`config.mk`:
```
export PLATFORM = sky130hd
export DESIGN_NAME = fifo_uart_tx
export DESIGN_NICKNAME = d
export VERILOG_FILES = /design/src/rtl/fifo_uart_tx_pkg.sv /design/src/rtl/fifo_uart_tx_baud.sv /design/src/rtl/fifo_uart_tx.sv
export SDC_FILE = /design/constraint.sdc
export NUM_CORES = 1
export LEC_CHECK = 0
export CAP_MARGIN = 20
export CORE_ASPECT_RATIO = 0.6
export CORE_MARGIN = 3
export CORE_UTILIZATION = 30
export DETAILED_ROUTE_END_ITERATION = 8
export DONT_BUFFER_PORTS = 1
export PLACE_DENSITY = 0.55
export SYNTH_ARGS = -nofsm -noshare
export SYNTH_HDL_FRONTEND = slang
export SYNTH_HIERARCHICAL = 1
export SYNTH_SLANG_ARGS = --single-unit
export TNS_END_PERCENT = 50
```
`constraint.sdc`:
```
create_clock -name clk -period 3 [get_ports clk]
set_input_delay 0.6 -clock clk [delete_from_list [all_inputs] [get_ports clk]]
set_output_delay 0.6 -clock clk [all_outputs]
set_load 0.01 [all_outputs]
```
`src/rtl/fifo_uart_tx_pkg.sv`:
```
`default_nettype none
// ============================================================================
// Module   : fifo_uart_tx_pkg
// Purpose  : Shared UART definitions: serial FSM state encoding and the
//            clocks-per-bit derivation. Intended for both the TX and the
//            future RX block so the two sides always agree on the encoding.
// Ports    : none (package)
// Revision : 1.0 - initial release
// ============================================================================
package fifo_uart_tx_pkg;

    // Serial line frame phases; encoding is fixed so RX can share it.
    typedef enum logic [1:0] {
        IDLE  = 2'd0,
        START = 2'd1,
        DATA  = 2'd2,
        STOP  = 2'd3
    } uart_state_e;

    // Clocks per serial bit (integer division, remainder discarded).
    function automatic int calc_baud_div(input int clk_freq, input int baud);
        return clk_freq / baud;
    endfunction

endpackage
`default_nettype wire

```
`src/rtl/fifo_uart_tx_baud.sv`:
```
`default_nettype none
// ============================================================================
// Module   : baud_tick_gen
// Purpose  : Free-running bit-period counter. Emits a one-cycle tick on the
//            last clock of every DIV-clock bit period. A synchronous clear
//            restarts the period so the next tick is a full DIV clocks away.
// Ports    : clk   - system clock (rising edge)
//            rst   - synchronous active-low reset
//            clear - synchronous counter restart
//            tick  - high on the final clock of each bit period
// Revision : 1.0 - initial release
// ============================================================================
module baud_tick_gen #(
    parameter int DIV = 10
) (
    input  logic clk,
    input  logic rst,
    input  logic clear,
    output logic tick
);

    localparam int                 c_cnt_w = (DIV > 1) ? $clog2(DIV) : 1;
    localparam logic [c_cnt_w-1:0] c_last  = c_cnt_w'(DIV - 1);

    logic [c_cnt_w-1:0] r_cnt;

    always_ff @(posedge clk) begin
        if (!rst || clear) begin
            r_cnt <= '0;
        end else if (r_cnt == c_last) begin
            r_cnt <= '0;
        end else begin
            r_cnt <= r_cnt + 1'b1;
        end
    end

    assign tick = (r_cnt == c_last);

endmodule
`default_nettype wire

```
`src/rtl/fifo_uart_tx.sv`:
```
`default_nettype none
// ============================================================================
// Module   : fifo_uart_tx
// Purpose  : UART transmitter fed from a first-word-fall-through FIFO. Pops
//            one word when idle, then sends start bit, BIT_WIDTH data bits
//            LSB first and one stop bit, each BAUD_DIV clocks long.
// Ports    : clk      - system clock (rising edge)
//            rst      - synchronous active-low reset
//            empty    - upstream FIFO has no data
//            pop_data - FIFO head word, valid while empty=0
//            pop      - one-cycle consume strobe to the FIFO
//            tx       - registered serial output, idle high
//            tx_busy  - frame in progress
//            tx_done  - one-cycle pulse on the last stop-bit clock
// Revision : 1.0 - initial release
// ============================================================================
module fifo_uart_tx
    import fifo_uart_tx_pkg::*;
#(
    parameter int CLK_FREQ  = 100_000_000,
    parameter int BAUD      = 9600,
    parameter int BIT_WIDTH = 8
) (
    input  logic                 clk,
    input  logic                 rst,
    input  logic                 empty,
    input  logic [BIT_WIDTH-1:0] pop_data,
    output logic                 pop,
    output logic                 tx,
    output logic                 tx_busy,
    output logic                 tx_done
);

    localparam int                     c_baud_div  = calc_baud_div(CLK_FREQ, BAUD);
    localparam int                     c_bit_cnt_w = (BIT_WIDTH > 1) ? $clog2(BIT_WIDTH) : 1;
    localparam logic [c_bit_cnt_w-1:0] c_last_bit  = c_bit_cnt_w'(BIT_WIDTH - 1);

    uart_state_e            r_state;
    uart_state_e            w_state_next;
    logic [BIT_WIDTH-1:0]   r_shift;
    logic [BIT_WIDTH-1:0]   w_shift_next;
    logic [c_bit_cnt_w-1:0] r_bit_cnt;
    logic [c_bit_cnt_w-1:0] w_bit_cnt_next;
    logic                   r_tx;
    logic                   w_tx_next;
    logic                   w_tick;
    logic                   w_clear;
    logic                   w_pop;
    logic                   w_done;

    // Holding the counter clear throughout IDLE guarantees the start bit
    // begins a fresh, full-length bit period.
    assign w_clear = (r_state == IDLE);

    baud_tick_gen #(
        .DIV (c_baud_div)
    ) u_baud (
        .clk   (clk),
        .rst   (rst),
        .clear (w_clear),
        .tick  (w_tick)
    );

    always_comb begin
        w_state_next   = r_state;
        w_shift_next   = r_shift;
        w_bit_cnt_next = r_bit_cnt;
        w_pop          = 1'b0;
        w_done         = 1'b0;
        case (r_state)
            IDLE: begin
                if (!empty) begin
                    w_pop          = 1'b1;
                    w_shift_next   = pop_data;
                    w_bit_cnt_next = '0;
                    w_state_next   = START;
                end
            end
            START: begin
                if (w_tick) begin
                    w_bit_cnt_next = '0;
                    w_state_next   = DATA;
                end
            end
            DATA: begin
                if (w_tick) begin
                    w_shift_next = r_shift >> 1;
                    if (r_bit_cnt == c_last_bit) begin
                        w_state_next = STOP;
                    end else begin
                        w_bit_cnt_next = r_bit_cnt + 1'b1;
                    end
                end
            end
            STOP: begin
                if (w_tick) begin
                    w_done       = 1'b1;
                    w_state_next = IDLE;
                end
            end
            default: w_state_next = IDLE;
        endcase
    end

    // Line level is derived from the state being entered so the registered
    // tx lines up exactly with the state it belongs to.
    always_comb begin
        w_tx_next = 1'b1;
        case (w_state_next)
            START:   w_tx_next = 1'b0;
            DATA:    w_tx_next = w_shift_next[0];
            default: w_tx_next = 1'b1;
        endcase
    end

    always_ff @(posedge clk) begin
        if (!rst) begin
            r_state   <= IDLE;
            r_shift   <= '0;
            r_bit_cnt <= '0;
            r_tx      <= 1'b1;
        end else begin
            r_state   <= w_state_next;
            r_shift   <= w_shift_next;
            r_bit_cnt <= w_bit_cnt_next;
            r_tx      <= w_tx_next;
        end
    end

    // Gating with rst keeps the FIFO untouched while reset is held.
    assign pop     = w_pop & rst;
    assign tx      = r_tx;
    assign tx_busy = (r_state != IDLE);
    assign tx_done = w_done;

endmodule
`default_nettype wire

```
After elaboration in Yosys (flattened, before gate mapping) --
Index checks and enable logic that the tools add are counted.
Word-level totals: register bits after elaboration 28, bits of input ports 11, output and inout port bits 4, logic and storage cells 48
Cells by class: $add $sub $neg 2, equality and inequality tests 11, mux-type cells 19, bitwise operators 1, reductions and logical operators 9
Operator list (count):
- 8-bit two-way mux | 2
- 8-bit one-hot mux with 2 select lines | 1
- 14-bit by 1-bit adder with 14-bit output, second input constant | 1
- 14-bit == test, second input constant | 1
- 3-bit two-way mux | 4
- 2-bit two-way mux | 5
- 3-bit one-hot mux with 3 select lines | 1
- 2-bit one-hot mux with 4 select lines | 1
- 2-bit == test, second input constant | 3
- 5-bit AND reduction | 1
- 2-bit by 1-bit == test with 1-bit output, second input constant | 2
- 1-bit two-way mux | 4
- 2-bit by 1-bit inequality test with 1-bit output, second input constant | 2
- 2-bit inequality test, second input constant | 2
- 2-bit nonzero test | 2
- 3-bit by 1-bit adder with 3-bit output, second input constant | 1
- 3-bit == test, second input constant | 1
- 3-bit AND reduction | 1
- 3-bit nonzero test | 1
- 2-bit zero test | 1
- 1-bit one-hot mux with 2 select lines | 1
- 2-bit OR reduction | 1
- 1-bit AND | 1
- 1-bit zero test | 1
- 1-bit logical OR | 1

Longest topological paths before layout --
Gate-level depths: netlist (run 1).
depth in word-level cells 6, depth in mapped cells 8, depth with buffers taken out 7

Modules after synthesis --
The synthesis (run 1) kept the hierarchy.
By module, submodules not included:
- fifo_uart_tx | instances 1, cells an instance 78, area an instance 716.9 um^2, seq. area each 280.3 um^2
- baud_tick_gen | instances 1, cells an instance 70, area an instance 621.8 um^2, seq. area each 280.3 um^2

Worst setup path before layout (run 1) --
Ideal clock, no wire load.
path kind register -> register, start point reg u_baud.r_cnt[8], end point reg r_bit_cnt[0], library setup time 0.115 ns, data arrival time 2.012 ns, required time 2.885 ns, path slack 0.874 ns, stages on the path, launching flop included 8, buffers on the path 1, clock period less this slack 2.126 ns, path through dfxtp_1 > or4_1 > nor4_2 > and3b_1 > buf_6 > nand2b_2 > and3_1 > o21a_1
On the way: longest elaborated chain between the ends 3, elaborated cells on any way between the ends 4, classes of those cells eq/ne (3); reduce/logical (1)
RTL lines:
- start, declared | line fifo_uart_tx_baud.sv:25 | logic [c_cnt_w-1:0] r_cnt;
- start signal, assigned | line fifo_uart_tx_baud.sv:33 | r_cnt <= r_cnt + 1'b1;
- 14-bit == test (*) | line fifo_uart_tx_baud.sv:37 | assign tick = (r_cnt == c_last);
- named net w_tick | line fifo_uart_tx.sv:46 | logic w_tick;
- 2-bit by 1-bit inequality test with 1-bit output (no source line)
- 5-bit AND reduction (no source line) (*)
- end signal, assigned | line fifo_uart_tx.sv:125 | r_bit_cnt <= w_bit_cnt_next;
- end, declared | line fifo_uart_tx.sv:42 | logic [c_bit_cnt_w-1:0] r_bit_cnt;
Mark *: on every way through the listed nets, which the timed path passes. The rest lies on a longest branch. A chain may end at the register's enable or synchronous reset.

Final worst setup path (run 1) --
start point reg u_baud.r_cnt[0], end point out tx_done
On the way: longest elaborated chain between the ends 3
RTL lines:
- 14-bit == test | line fifo_uart_tx_baud.sv:37
- named net w_tick | line fifo_uart_tx.sv:46
- 1-bit two-way mux | line fifo_uart_tx.sv:96 | if (w_tick) begin
- 1-bit two-way mux | line fifo_uart_tx.sv:70 | case (r_state)
- end, declared | line fifo_uart_tx.sv:31 | output logic tx_done
The timed path passes the listed nets, and every way through them passes these cells.

==> results of run 1 <==
-- metal layers --
metal / vias up / share of wire / routed length [um]
met5: - / 0 / 0
met4: 0 / 0.016 / 40
met3: 4 / 0.051 / 128
met2: 27 / 0.40 / 994
met1: 443 / 0.53 / 1330
li1: 510 / - / -
-- path summary, 6_finish.rpt --
check	to	slack, ns	depth (start not counted)
min reg2reg	r_shift[3]	0.46	2
max reg2reg	r_bit_cnt[0]	0.67	8
max	tx_done	0.57	5
min	tx	0.42	1
-- registers in the layout, summed over array words and instances (netlist names) --
| signal | cells |
|---|---|
| tx | 1 |
| r_bit_cnt | 3 |
| u_baud/r_cnt | 14 |
| r_state | 2 |
| r_shift | 8 |
-- power groups by stage --
stage               sequential, mW  clock, mW  combinational, mW
floorplan                    0.393          0             0.0371
finish                       0.388      0.202             0.0349
CTS                          0.388      0.211             0.0349
detailed placement           0.396          0             0.0348
global route                 0.389      0.225             0.0397
global placement             0.396          0             0.0348
-- worst max-delay path, cell delays in order, from the launching register on --
cell	delay (ns)
dfxtp_1	0.38
ha_1	0.20
nand3_1	0.24
nor4_2	0.33
buf_4	0.18
and3_1	0.22
-- synth_stat cells (2+ instances only) --
cell type	number
xnor2_1	12
a21oi_1	2
a31oi_1	3
nor2b_1	2
inv_1	5
nor4_1	4
nand3_1	6
dfxtp_1	28
nand4_1	3
ha_1	3
and2_1	2
a22oi_1	7
buf_6	3
nor2_1	19
nand2_1	14
nor3_1	2
nand3b_1	2
and3_1	2
a21boi_1	8
-- metrics by stage --
step	hold slack, ns	utilization	total power, mW	worst slack, ns	instance area, um2
detailed placement	0.448	0.326	0.431	0.685	1370
floorplan	0.429	-	0.430	0.874	1340
finish	0.422	0.335	0.625	0.572	1410
global route	0.422	0.335	0.654	0.453	1410
global placement	0.441	0.326	0.431	0.773	1370
CTS	0.414	0.335	0.633	0.564	1410
-- area by class of cell --
type,count,area [um2]
fillers,442,2800
inverters,5,18.8
clock buffers,3,41.3
flip-flops and latches,28,561
multi-input cells,109,709
well taps,60,75.1
repair buffers,1,7.51
-- cells by family after synthesis --
| kind of cell | synth area share |
|---|---|
| DFF | 0.419 |
| adders and majority gates | 0.0280 |
| buffers and inverters | 0.0514 |
| AOI/OAI and AO/OA | 0.132 |
| xor gates and xnor gates | 0.0850 |
| and+or+nand+nor | 0.285 |
-- cell usage in the layout (no fill, tap or decap), types with 3 or more instances in the layout --
cell,instances
clkbuf_8,3
xnor2_1,12
nand3_1,6
nor4_1,4
nand2_1,14
a21boi_1,8
nor2_1,19
ha_1,3
a22oi_1,7
nand4_1,3
a31oi_1,3
dfxtp_1,28
inv_1,5
==> impl_metrics.json, run 1 <==
{
  "outcome": "complete, no violations",
  "met3_usage": 0.0233,
  "wire_per_inst_um": 12.1,
  "peakVddDrop_mv": 0.175,
  "syn_inst": 148,
  "synthArstFlopShare": 0,
  "die_h_um": 57.7,
  "period_share": 0.809,
  "cts_made_buffers": 3,
  "synth_fp_nets": 162,
  "grt_util_all_layers": 0.101,
  "finalNonFillerCells": 206,
  "tns_ns": 0,
  "setup.worst_path.class": "flip-flop to output pin",
  "cp-end-kind": "output pin",
  "grt_max_degree": 18,
  "ant_nets": 0,
  "pwr-share-comb": 0.056,
  "core_um2": 4210,
  "clock_power_share": 0.324,
  "yosysWarnings": 6,
  "initial_utilization": 0.318,
  "max-cap-violations": 0,
  "insertion_delay_ns": 0.27,
  "crit_arrival_ns": 1.83,
  "top_usage_layer": "met1",
  "grt_pass1_vias": 877,
  "dpl.hpwl_um": 1820,
  "clock_path_buffers": 2,
  "ios": 15,
  "netlist_area_um2": 1340,
  "max-slew-margin-rel": 0.659,
  "clkTransAtPathRegs_ns": 0.09,
  "dpl.cell_count": 203,
  "max_freq_ghz": 0.412,
  "p_per_area_nw_per_um2": 442,
  "cts_tree": "yes",
  "cts_setup_buffers": 0,
  "chipWidth_um": 92.2,
  "startpoint": "u_baud/r_cnt[0]",
  "cts_resized": 0,
  "start_kind": "flip-flop",
  "grt_overflow": 0,
  "use_met2": 0.141,
  "worstPathRequired_ns": 2.40,
  "p_seq_frac": 0.620,
  "yosysSeqAreaShare": 0.419,
  "area_delta_synth_final_pct": 5.51,
  "die_area_um2": 5330,
  "switching_share": 0.220,
  "totalWireLength_um": 2500,
  "layout-drive-gt1-share": 0.0685,
  "synth_seq_cells": 28,
  "clock_sinks": 28,
  "io_buffers": 0,
  "dr.pass1.iters": 5,
  "synth.area.top_cells": "dfxtp_1 (42%), xnor2_1 (7.9%), nor2_1 (5.3%)",
  "tightest_slew_ns": 0.510,
  "synthDistinctLibCells": 40,
  "fin_crit_ns": 2.43,
  "routabilityCongestion": 0.780,
  "htree_levels": 1,
  "route.detailed.drc": 0,
  "p_switching_mw": 0.137,
  "netlist.area_leader.share": 0.419,
  "synth_largest_area_cell": "dfxtp_1",
  "met1_usage": 0.150,
  "cp_max_fo": 7,
  "final_nets": 162,
  "holdBufCountCts": 0,
  "clock_skew_ns": 0.00260,
  "vias": 984,
  "rows": 18,
  "antenna_found_initial": 0,
  "syn_area_per_cell_um2": 9.05,
  "final-setup-viol-count": 0,
  "hold_violations": 0,
  "power_leakage_nw": 0.465,
  "clockRootBuffer": "clkbuf_8",
  "rsz0062_at_grt": "no",
  "p_int_mw": 0.488,
  "synth-edff-count": 0,
  "worstHoldStart": "rst",
  "slew_violations": 0,
  "synth_flop_cell": "dfxtp_1",
  "drtIter0Drc": 80,
  "diodes": 0,
  "grt_pass1_wl_um": 4320,
  "r2r-start": "u_baud/r_cnt[0]",
  "avgViaCountPerCell": 4.78,
  "hp-class": "input port to flip-flop"
}
Power figures use the tool's default switching activity.
==> run 2, diff against run 1 <==
--- a/config.mk
+++ b/config.mk
@@ -11,7 +11,7 @@
 export CORE_UTILIZATION = 30
 export DETAILED_ROUTE_END_ITERATION = 8
 export DONT_BUFFER_PORTS = 1
-export PLACE_DENSITY = 0.55
+export PLACE_DENSITY = 0.56
 export SYNTH_ARGS = -nofsm -noshare
 export SYNTH_HDL_FRONTEND = slang
 export SYNTH_HIERARCHICAL = 1
==> constraint.sdc (replaced) <==
create_clock -name clk -period 2.19 [get_ports clk]
set_input_delay 0.438 -clock clk [delete_from_list [all_inputs] [get_ports clk]]
set_output_delay 0.438 -clock clk [all_outputs]
set_load 0.01 [all_outputs]
==> impl_metrics.json, run 2 (synthesized netlist as in run 1, its figures left out) <==
{
  "fin_crit_ns": 2.15,
  "dr.pass1.iters": 4,
  "grt_overflow": 0,
  "slew_violations": 0,
  "grt_max_degree": 18,
  "dpl.cell_count": 209,
  "final_util": 0.364,
  "dpl.hpwl_um": 1930,
  "routabilityCongestion": 0.737,
  "max-slew-margin-rel": 0.686,
  "clkTransAtPathRegs_ns": 0.09,
  "critPathTopFamily": "simple AND/OR/NAND/NOR gates",
  "fillers": 445,
  "setup.worst_path.class": "flip-flop to output pin",
  "diodes": 0,
  "die_h_um": 57.7,
  "cp_slowest_stage_delay_ns": 0.52,
  "tightest_slew_ns": 0.471,
  "layout_common_cells": "dfxtp_1 (23), nor2_1 (19), nand2_1 (14)",
  "cp-end-kind": "output pin",
  "p_int_mw": 0.790,
  "max-cap-violations": 0,
  "wire_per_inst_um": 11.7,
  "final_common_cell": "dfxtp_1",
  "rsz0062_at_grt": "yes",
  "max_freq_ghz": 0.464,
  "holdBufCountCts": 0,
  "cts_made_buffers": 3,
  "core_um2": 4210,
  "p_per_area_nw_per_um2": 639,
  "cts_tree": "yes",
  "peakVddDrop_mv": 0.209,
  "rows": 18,
  "clock_skew_ns": 0.00314,
  "period_share": 0.984,
  "power_leakage_nw": 0.524,
  "final_nets": 171,
  "vias": 1029,
  "route.detailed.drc": 0,
  "htree_levels": 1,
  "top_regs": "u_baud/r_cnt x14, r_shift x8, r_bit_cnt x3",
  "totalWireLength_um": 2540,
  "initial_utilization": 0.318,
  "grt_util_all_layers": 0.101,
  "met1_usage": 0.131,
  "start_kind": "flip-flop",
  "finalNonFillerCells": 216,
  "clock_sinks": 28,
  "regMostFlops": "u_baud/r_cnt",
  "clock_power_share": 0.407,
  "area_delta_synth_final_pct": 14.6,
  "p_seq_frac": 0.542,
  "crit_buf_inv": 1,
  "hold_violations": 0,
  "layout-drive-gt1-share": 0.173,
  "worstPathRequired_ns": 1.75,
  "top_usage_layer": "met2",
  "grt_pass1_vias": 969,
  "p_switching_mw": 0.190,
  "ant_nets": 0,
  "die_area_um2": 5330,
  "avgViaCountPerCell": 4.76,
  "pwr-share-comb": 0.051,
  "grt_pass1_wl_um": 4340,
  "clockRootBuffer": "clkbuf_8",
  "cp_max_fo": 4,
  "hp-class": "input port to flip-flop",
  "outcome": "complete, no violations",
  "largest_reg_flops": 14,
  "switching_share": 0.194,
  "insertion_delay_ns": 0.27,
  "use_met2": 0.165,
  "crit_slowest_cell": "or4_4",
  "drtIter0Drc": 33,
  "met3_usage": 0.0246,
  "cp_cell_sequence": "or4_4, nor4_4, buf_4, and3_4",
  "final-setup-viol-count": 0,
  "antenna_found_initial": 0,
  "io_buffers": 0,
  "chipWidth_um": 92.2,
  "crit_arrival_ns": 1.72,
  "clock_path_buffers": 2,
  "ios": 15
}
==> run 2: final cells by class <==
cell class                 count  area, um2  area share
clock buffer                   3       41.3      0.0269
inverter                       5       18.8      0.0122
timing repair buffer          10       75.1      0.0489
multi-input combinational    109        727       0.474
sequential                    28        567       0.369
tap                           60       75.1      0.0489
clock inverter                 1       30.0      0.0196
==> run 2: power groups by stage <==
stage               logic, mW  registers [mW]  clock network, mW
global route           0.0567           0.533              0.432
global placement       0.0489           0.543                  0
floorplan              0.0509           0.538                  0
CTS                    0.0503           0.532              0.416
finish                 0.0501           0.531              0.399
detailed placement     0.0501           0.543                  0
==> run 2: per-stage QoR <==
| stage | power, mW | TNS, ns | hold slack (ns) | setup WS, ns | cell area (um2) |
|---|---|---|---|---|---|
| floorplan | 0.589 | 0 | 0.429 | 0.0638 | 1340 |
| global placement | 0.592 | 0 | 0.440 | 0.219 | 1420 |
| detailed placement | 0.593 | 0 | 0.447 | 0.159 | 1420 |
| CTS | 0.998 | 0 | 0.260 | 0.00559 | 1520 |
| global route | 1.02 | -0.0179 | 0.264 | -0.0179 | 1530 |
| finish | 0.980 | 0 | 0.269 | 0.0353 | 1530 |
==> run 2: path summary, 6_finish.rpt <==
| path | startpoint | to | slack, ns | cells past startpoint |
|---|---|---|---|---|
| setup reg to reg | u_baud/r_cnt[10] | r_bit_cnt[0] | 0.11 | 8 |
| hold / removal | rst | tx | 0.27 | 1 |
| hold reg to reg | r_shift[3] | r_shift[3] | 0.46 | 2 |
| setup / recovery | u_baud/r_cnt[10] | tx_done | 0.04 | 4 |
==> run 2: metal layers <==
metal | share of wire | wire length [um]
met1 | 0.51 | 1290
met2 | 0.45 | 1140
met3 | 0.027 | 69
met4 | 0.015 | 38
met5 | 0 | 0
==> run 2: repair_timing <==
action | CTS | global route
pin swaps | 2 | 1
buffers inserted | 3 | 0
endpoints found under the setup margin | 1 | 9
gates resized for setup | 4 | 4
==> run 3, diff against run 2 <==
--- a/config.mk
+++ b/config.mk
@@ -10,8 +10,7 @@
 export CORE_MARGIN = 3
 export CORE_UTILIZATION = 30
 export DETAILED_ROUTE_END_ITERATION = 8
-export DONT_BUFFER_PORTS = 1
-export PLACE_DENSITY = 0.56
+export PLACE_DENSITY = 0.61
 export SYNTH_ARGS = -nofsm -noshare
 export SYNTH_HDL_FRONTEND = slang
 export SYNTH_HIERARCHICAL = 1
==> impl_metrics.json, run 3 (synthesized netlist as in run 1, its figures left out) <==
{
  "clock_skew_ns": 0.00748,
  "die_h_um": 57.7,
  "p_per_area_nw_per_um2": 521,
  "final_common_cell": "dfxtp_1",
  "place_ws_ns": -0.0572,
  "largest_reg_flops": 14,
  "dpl.hpwl_um": 2120,
  "power_leakage_nw": 0.604,
  "ios": 15,
  "crit_buf_inv": 2,
  "routabilityCongestion": 0.816,
  "peakVddDrop_mv": 0.231,
  "outcome": "complete, no violations",
  "critPathTopFamily": "buffers and inverters",
  "crit_path_frequent_cell": "clkdlybuf4s50_1",
  "crit_arrival_ns": 1.69,
  "wire_per_inst_um": 11.5,
  "startpoint": "empty",
  "vias": 1048,
  "layout_common_cells": "dfxtp_1 (26), nor2_1 (19), buf_4 (17)",
  "start_kind": "input port",
  "final_util": 0.402,
  "max-cap-violations": 0,
  "drtIter0Drc": 54,
  "grt_pass1_wl_um": 4710,
  "fin_crit_ns": 2.13,
  "grt_pass1_vias": 983,
  "cp-endpoint": "pop",
  "diodes": 0,
  "hp-class": "flip-flop to flip-flop",
  "grt_util_all_layers": 0.113,
  "ant_nets": 0,
  "slew_violations": 0,
  "regMostFlops": "u_baud/r_cnt",
  "clock_sinks": 28,
  "htree_levels": 1,
  "multiInputGateArea_um2": 733,
  "totalWireLength_um": 2710,
  "crit_slowest_cell": "clkdlybuf4s50_1",
  "fillers": 448,
  "hold_violations": 0,
  "core_um2": 4210,
  "io_buffers": 14,
  "clock_path_buffers": 2,
  "cp-end-kind": "output pin",
  "final_nets": 192,
  "rr_endpoint": "r_bit_cnt[0]",
  "top_layer_used": "met4",
  "insertion_delay_ns": 0.27,
  "clkTransAtPathRegs_ns": 0.09,
  "max_freq_ghz": 0.470,
  "cts_made_buffers": 3,
  "route.detailed.drc": 0,
  "m1WireLength_um": 1540,
  "final-setup-viol-count": 0,
  "cp_slowest_stage_delay_ns": 0.53,
  "max-slew-margin-rel": 0.689,
  "period_share": 0.972,
  "setup.worst_path.class": "input port to output pin",
  "regArea_um2": 563,
  "rrSetupSlack_ns": 0.13,
  "r2r-start": "u_baud/r_cnt[8]",
  "grt_max_degree": 17,
  "dr.pass1.iters": 4,
  "rows": 18,
  "cp_cell_sequence": "clkdlybuf4s50_1, nor3_4, and2_1, clkdlybuf4s50_1",
  "rsz0062_at_grt": "no",
  "clockRootBuffer": "clkbuf_8",
  "area_delta_synth_final_pct": 26.5,
  "met3_wirelength_um": 62,
  "layout-drive-gt1-share": 0.182,
  "tightest_slew_ns": 0.467,
  "cts_tree": "yes",
  "chipWidth_um": 92.2,
  "path_depth": 4,
  "avgViaCountPerCell": 4.44,
  "top_regs": "u_baud/r_cnt x14, r_shift x8, r_bit_cnt x3",
  "initial_utilization": 0.318,
  "setup_slack_ns": 0.0614,
  "r2r_cells": 7,
  "die_area_um2": 5330,
  "antenna_found_initial": 0,
  "cp_max_fo": 2,
  "worstPathRequired_ns": 1.75,
  "grt_overflow": 0,
  "met2_wirelength_um": 1080
}
-- run 3: cell types whose count changed in the layout (fill, tap and decap cells not counted), moves of 3 or more --
cell	previous run	this run
clkdlybuf4s50_1	0	13
buf_4	10	17
dfxtp_2	5	2
dfxtp_1	23	26
-- run 3: through the flow --
step	std cells	cell area, um2	hold slack, ns	power (mW)	setup TNS [ns]
floorplan	148	1340	0.429	0.589	0
global placement	233	1630	0.446	0.628	-0.0194
detailed placement	233	1630	0.449	0.628	-0.0572
CTS	237	1680	0.463	0.904	0
global route	236	1690	0.484	0.935	0
finish	236	1690	0.461	0.882	0
-- run 3: power by group --
| group | internal (mW) | switching [mW] |
|---|---|---|
| Sequential | 0.521 | 0.00913 |
| Clock | 0.123 | 0.144 |
| Combinational | 0.0493 | 0.0353 |
| Total | 0.693 | 0.189 |
-- run 3: worst min path at each step --
stage	startpoint	end	slack, ns	cells after the start
detailed placement	r_shift[2]	r_shift[2]	0.45	2
finish	r_shift[2]	r_shift[2]	0.46	2
global placement	r_shift[6]	r_shift[6]	0.45	2
CTS	r_shift[2]	r_shift[2]	0.46	2
global route	r_shift[3]	r_shift[3]	0.48	2
floorplan	u_baud/r_cnt[0]	u_baud/r_cnt[0]	0.43	1
-- run 3: area by class of cell --
class / instances / area share
multi-input cells: 109 / 0.433
flip-flops and latches: 28 / 0.332
inverters: 5 / 0.0111
well taps: 60 / 0.0443
clock buffers: 3 / 0.0244
repair buffers: 31 / 0.155
-- run 3: repair_timing --
action,4_1_cts,5_1_grt
buffers inserted,4,0
hold buffers,0,0
resized for setup,7,4
pin swaps,2,3
setup endpoints to repair,1,7
-- run 3: metal layers --
metal / GRT usage / vias to the layer above
met4: 0.0254 / 0
met3: 0.0350 / 2
met5: 0 / -
li1: - / 571
met2: 0.161 / 6
met1: 0.167 / 469
-- run 3: worst min-delay path, cell delays in order, from the launching register on --
cell	delay [ns]
dfxtp_1	0.32
nand2_1	0.05
a21boi_1	0.05
